File: src/rtl/seven_seg_mux_pkg.sv
`default_nettype none
// ============================================================================
// Module  : seven_seg_mux_pkg
// Brief   : Shared glyph constants (active-low segment form) for the hex display.
// Revision: 1.0
// ============================================================================
package seven_seg_mux_pkg;

    // Segment order {g,f,e,d,c,b,a}; a 0 lights the segment.
    localparam logic [6:0] GLYPH_0 = 7'b1000000;
    localparam logic [6:0] GLYPH_1 = 7'b1111001;
    localparam logic [6:0] GLYPH_2 = 7'b0100100;
    localparam logic [6:0] GLYPH_3 = 7'b0110000;
    localparam logic [6:0] GLYPH_4 = 7'b0011001;
    localparam logic [6:0] GLYPH_5 = 7'b0010010;
    localparam logic [6:0] GLYPH_6 = 7'b0000010;
    localparam logic [6:0] GLYPH_7 = 7'b1111000;
    localparam logic [6:0] GLYPH_8 = 7'b0000000;
    localparam logic [6:0] GLYPH_9 = 7'b0010000;
    localparam logic [6:0] GLYPH_A = 7'b0001000;
    localparam logic [6:0] GLYPH_B = 7'b0000011;
    localparam logic [6:0] GLYPH_C = 7'b1000110;
    localparam logic [6:0] GLYPH_D = 7'b0100001;
    localparam logic [6:0] GLYPH_E = 7'b0000110;
    localparam logic [6:0] GLYPH_F = 7'b0001110;

    localparam logic [6:0] SEG_OFF = 7'b1111111;
    localparam logic       DP_OFF  = 1'b1;

endpackage
`default_nettype wire

File: src/rtl/seven_seg_mux_hex_to_7seg.sv
`default_nettype none
// ============================================================================
// Module  : hex_to_7seg
// Brief   : Combinational 4-bit nibble to active-low 7-segment glyph decoder.
// Revision: 1.0
// ============================================================================
module hex_to_7seg
    import seven_seg_mux_pkg::*;
(
    input  logic [3:0] nibble,
    output logic [6:0] glyph
);

    always_comb begin
        glyph = SEG_OFF;
        case (nibble)
            4'h0: glyph = GLYPH_0;
            4'h1: glyph = GLYPH_1;
            4'h2: glyph = GLYPH_2;
            4'h3: glyph = GLYPH_3;
            4'h4: glyph = GLYPH_4;
            4'h5: glyph = GLYPH_5;
            4'h6: glyph = GLYPH_6;
            4'h7: glyph = GLYPH_7;
            4'h8: glyph = GLYPH_8;
            4'h9: glyph = GLYPH_9;
            4'hA: glyph = GLYPH_A;
            4'hB: glyph = GLYPH_B;
            4'hC: glyph = GLYPH_C;
            4'hD: glyph = GLYPH_D;
            4'hE: glyph = GLYPH_E;
            4'hF: glyph = GLYPH_F;
            default: glyph = SEG_OFF;
        endcase
    end

endmodule
`default_nettype wire

File: src/rtl/seven_seg_mux.sv
`default_nettype none
// ============================================================================
// Module  : seven_seg_mux
// Brief   : Time-multiplexed hex display driver with per-frame value snapshot
//           and optional leading-zero blanking.
// Revision: 1.0
// ============================================================================
module seven_seg_mux
    import seven_seg_mux_pkg::*;
#(
    parameter int DIGITS      = 4,
    parameter int REFRESH_DIV = 50000,
    parameter int SEG_ACT_LOW = 1,
    parameter int AN_ACT_LOW  = 1
)(
    input  logic                  clk,
    input  logic                  reset_n,
    input  logic [4*DIGITS-1:0]   value,
    input  logic                  blank_lz,
    input  logic [DIGITS-1:0]     dp_mask,
    output logic [6:0]            seg,
    output logic                  dp,
    output logic [DIGITS-1:0]     an,
    output logic                  frame_tick
);

    localparam int C_PRE_W = (REFRESH_DIV > 1) ? $clog2(REFRESH_DIV) : 1;
    localparam int C_IDX_W = (DIGITS > 1) ? $clog2(DIGITS) : 1;

    localparam logic [C_PRE_W-1:0] C_TC   = C_PRE_W'(REFRESH_DIV - 1);
    localparam logic [C_IDX_W-1:0] C_LAST = C_IDX_W'(DIGITS - 1);

    // XOR masks that turn the internal active-low form into pin polarity.
    localparam logic [6:0]        C_SEG_POL = (SEG_ACT_LOW != 0) ? 7'h00 : 7'h7F;
    localparam logic              C_DP_POL  = (SEG_ACT_LOW != 0) ? 1'b0 : 1'b1;
    localparam logic [DIGITS-1:0] C_AN_POL  = (AN_ACT_LOW != 0) ? '0 : '1;

    logic [C_PRE_W-1:0]  r_pre;
    logic [C_IDX_W-1:0]  r_idx;
    logic [4*DIGITS-1:0] r_shadow;
    logic                r_first;
    logic                r_frame_tick;
    logic [6:0]          r_seg;
    logic                r_dp;
    logic [DIGITS-1:0]   r_an;

    logic                w_tc;
    logic                w_load;
    logic [C_PRE_W-1:0]  w_pre_nxt;
    logic [C_IDX_W-1:0]  w_idx_nxt;
    logic [4*DIGITS-1:0] w_shadow_nxt;
    logic [3:0]          w_nibble;
    logic                w_dp_sel;
    logic                w_tail_zero;
    logic                w_blank;
    logic [DIGITS-1:0]   w_onehot;
    logic [6:0]          w_glyph;

    always_comb begin
        w_tc         = (r_pre == C_TC);
        w_pre_nxt    = w_tc ? '0 : r_pre + 1'b1;
        w_idx_nxt    = r_idx;
        if (w_tc) begin
            w_idx_nxt = (r_idx == C_LAST) ? '0 : r_idx + 1'b1;
        end
        // r_first forces a reload on the first edge after reset release.
        w_load       = r_first | (w_tc & (r_idx == C_LAST));
        w_shadow_nxt = w_load ? value : r_shadow;

        w_nibble    = '0;
        w_dp_sel    = 1'b0;
        w_tail_zero = 1'b0;
        for (int i = 0; i < DIGITS; i++) begin
            if (w_idx_nxt == C_IDX_W'(i)) begin
                w_nibble    = w_shadow_nxt[i*4 +: 4];
                w_dp_sel    = dp_mask[i];
                w_tail_zero = ((w_shadow_nxt >> (4 * i)) == '0);
            end
        end

        w_blank  = blank_lz & (w_idx_nxt != '0) & w_tail_zero;
        w_onehot = w_blank ? '0 : (DIGITS'(1) << w_idx_nxt);
    end

    hex_to_7seg u_hex_to_7seg (
        .nibble (w_nibble),
        .glyph  (w_glyph)
    );

    always_ff @(posedge clk or negedge reset_n) begin
        if (!reset_n) begin
            r_pre        <= '0;
            r_idx        <= '0;
            r_shadow     <= '0;
            r_first      <= 1'b1;
            r_frame_tick <= 1'b0;
            r_seg        <= SEG_OFF ^ C_SEG_POL;
            r_dp         <= DP_OFF ^ C_DP_POL;
            r_an         <= '1 ^ C_AN_POL;
        end else begin
            r_pre        <= w_pre_nxt;
            r_idx        <= w_idx_nxt;
            r_shadow     <= w_shadow_nxt;
            r_first      <= 1'b0;
            r_frame_tick <= w_load;
            r_seg        <= (w_blank ? SEG_OFF : w_glyph) ^ C_SEG_POL;
            r_dp         <= ((w_dp_sel & ~w_blank) ? 1'b0 : DP_OFF) ^ C_DP_POL;
            r_an         <= ~w_onehot ^ C_AN_POL;
        end
    end

    assign seg        = r_seg;
    assign dp         = r_dp;
    assign an         = r_an;
    assign frame_tick = r_frame_tick;

endmodule
`default_nettype wire

File: config.mk
export PLATFORM = sky130hd
export DESIGN_NAME = seven_seg_mux
export DESIGN_NICKNAME = d
export VERILOG_FILES = /design/src/rtl/seven_seg_mux_pkg.sv /design/src/rtl/seven_seg_mux_hex_to_7seg.sv /design/src/rtl/seven_seg_mux.sv
export SDC_FILE = /design/constraint.sdc
export NUM_CORES = 1
export LEC_CHECK = 0
export CAP_MARGIN = 25
export CORE_AREA = 10 10 80 82
export DETAILED_ROUTE_END_ITERATION = 10
export DIE_AREA = 0 0 90 92
export GPL_ROUTABILITY_DRIVEN = 0
export HOLD_SLACK_MARGIN = 0.12
export PLACE_DENSITY = 0.77
export SLEW_MARGIN = 40
export SYNTH_ARGS = -nofsm -noshare
export SYNTH_HDL_FRONTEND = slang
export SYNTH_SLANG_ARGS = --single-unit
export TNS_END_PERCENT = 50
File: constraint.sdc
create_clock -name clk -period 3.9 [get_ports clk]
set_input_delay 0.78 -clock clk [delete_from_list [all_inputs] [get_ports clk]]
set_output_delay 0.78 -clock clk [all_outputs]
set_load 0.005 [all_outputs]
==> impl_results.md, run 1 <==
* Final Hold Vio Count at 0
* Vias per cell at 5.36
* Cell chain of the critical path: or4bb_1, nor4_2, nor2_1, buf_4, mux2_2, o22a_1, o221a_2, inv_1, ha_1, or3_1, and4_1
* Fin cells at 328
* Flop-to-flop setup slack at 460 ps
* Busiest grt layer: met2
* #FFs+latches synth at 48
* Starting Density at 0.480
* Final wirelength at 5150 um
* Die Wd at 90 um
* Hold-fix buffers at CTS at 0
* Global Route Usage Sum at 0.129
* Met1 usage at 0.179
* Hold Slack at 459 ps
* Startpoint Class: register
* Ant diodes at 0
* Setup WS post-layout at 463 ps
* Status: finished, final reports clean
* Area leader, netlist: dfrtp_1
* Final core utilization at 0.588
* Top Family by Delay on Critical Path: simple AND/OR/NAND/NOR gates
* Slew HR at 0.537
* Max Freq at 291 MHz
* Max clock buf depth at 2
* EDFF count, synth at 0
* Fin nets at 286
* RSZ-0062 raised after global routing: false
* Setup Viol. Count Final at 0
* CTS clk-pin slew, worst paths at 90 ps
* Clock skew at 13.6 ps
* # IOs at 36
* CP arrival at 3660 ps
* Period minus WS final at 3440 ps
* Number of buffer and inverter stages on the critical path at 2
* LEAKAGE at 1.25 nW
* P&R area growth vs syn at 22.5%
* Worst reg2reg endpoint: seg[0]
* Cell Pwr Density at 338 nW/um^2
* Max VDD drop at 0.000221 V
* Syn Area/Cell at 11.0 um^2
* GR Util met3 at 0.0342
* Fillcell total at 426
* Remaining global-route overflow at 0
* Primary FF master, synth: dfrtp_1
* Hold path cells at 1
* # port buffers at 35
* # rows at 26
* Final number of max-transition violations at 0
* CP Data Required Time at 4130 ps
* Initial DRT Pass Iterations at 5
* Min-Delay Path Class: reg -> reg
* # resized after CTS at 0
* Max cap viols at 0
* Post-synthesis sequential area ratio at 0.516
* Yosys warnings at 0
* Hold Crit Start: r_pre[0]
* Max incr delay on CP at 620 ps
* WL/cell at 15.7 um
* Post-synth top area share at 0.371
* Maximum number of pins on one net before global-route repair at 49
* CP Class: reg -> reg
* Worst-margin pin slew at 694 ps
* Number of global-route vias before repair at 1817
* Via count at 1757
* Core Footprint at 4910 um^2
* CTS buffer count at 5
* CP max FO at 18
* Hold Path End: r_pre[0]
* Async set-reset flop share out of synthesis at 1.00
* Cells on worst reg2reg path at 11
* Count leader, synth: dfrtp_1
* Syn nets at 243
* Number of buffers added for setup after CTS at 0
* Final Cycle Share at 0.881
* Slowest CP cell: or4bb_1
* Later-pin clock latency in the skew report at 290 ps
* Initial antenna violation count at 0
* Synth top cells by count: dfrtp_1, nand3_1, nand2_1, nor2_1, dfstp_2
* H-tree Lvls at 2
* DRC at 0
* Clock Sinks at 48
* DP Wirelength at 3970 um
* Multi-input gate area in the final layout at 1070 um^2
* First-pass GRT wire length at 9030 um
* Sum Neg Setup Slack at 0 ps
* Top cells by area, synth: dfrtp_1, dfstp_2, mux2_2
* Register area at 1220 um^2
* Root buffer cell: clkbuf_8
* Mapped Cells at 214
* Die Y at 92 um
* Fraction of layout cells with a size suffix above 1 at 0.190
* Met2 usage at 0.192
* 1st-iter DRT viols at 131
* Synthesized area at 2360 um^2
* Routed Antenna Nets at 0
* Placed Instances at 320
* Crit end category: register
* Dpl ws at 532 ps
* Post-synth cell types at 47
* Full die area at 8280 um^2
* CTS tree: done
* FF-to-FF Start: r_pre[7]
## power by group
group	internal, mW	switching [mW]	total, mW
registers	0.536	0.0113	0.548
clock network	0.128	0.149	0.277
logic	0.0810	0.0712	0.152
total	0.745	0.232	0.977
## cell type report
type                       instances  share of cell area
timing repair buffer              40               0.133
sequential                        48               0.421
multi-input combinational        151               0.371
tap                               70              0.0303
clock buffer                       8              0.0277
inverter                          11              0.0160
## state kept, by name, summed over array words and instances (netlist names)
signal      flops
dp              1
seg             7
r_shadow       16
r_pre          16
an              4
r_idx           2
r_first         1
frame_tick      1
## logic make-up after synthesis
group / count (synthesis) / share of synthesized area
flip-flops: 48 / 0.516
buffers and inverters: 15 / 0.0292
other: 1 / 0.00159
XOR/XNOR: 12 / 0.0445
multiplexers: 22 / 0.101
AO/OA/AOI/OAI: 25 / 0.0748
AND/OR/NAND/NOR: 85 / 0.201
adder cells (fa/ha/maj): 6 / 0.0318
## stage by stage
stage | cell area, um^2 | power [mW]
after floorplan | 2360 | 0.630
after global placement | 2810 | 0.707
after detailed placement | 2810 | 0.711
after CTS | 2890 | 0.989
after global routing | 2890 | 1.03
final | 2890 | 0.977
## per-layer routing
metal  vias up  part of all wire
met1       848              0.48
met5         -                 0
li1        853                 -
met2        50              0.46
met4         0             0.014
met3         6             0.044
## worst reg2reg max path: cells and delay by family, from the launching register on
kind	cells	cell delay (ps)
buffers and inverters	2	300
and+or+nand+nor	5	1770
AOI/OAI and AO/OA	2	380
DFF	1	430
muxes	1	270
adders and majority gates	1	220
## how the worst max path moves through the flow
stage / startpoint / to / slack [ps] / depth (start not counted)
2_1_floorplan: r_pre[7] / seg[0] / 450 / 11
3_3_place_gp: r_pre[7] / seg[0] / 610 / 11
3_5_place_dp: r_pre[7] / seg[0] / 530 / 11
4_1_cts: r_pre[7] / seg[0] / 500 / 11
5_1_grt: r_pre[7] / seg[0] / 240 / 11
6_report: r_pre[7] / seg[0] / 460 / 11
## placed cells by master (no fill, tap or decap), types with 8 or more instances in the layout
cell             instances
clkdlybuf4s50_1         34
dfrtp_1                 35
dfstp_2                 13
inv_1                    9
mux2_2                  11
mux2i_1                  9
nand2_1                 16
nand3_1                 19
nand4_1                  8
nor2_1                  16
Power figures use the tool's default switching activity.
==> run 2: changes to the inputs <==
GPL_ROUTABILITY_DRIVEN = not set   (was 0)
==> results of run 2 <==
Final layout, timing and power as in run 1 (identical DEF).
==> run 3: changes to the inputs <==
HOLD_SLACK_MARGIN = not set   (was 0.12)
==> results of run 3 <==
Final layout, timing and power as in run 1 (identical DEF).
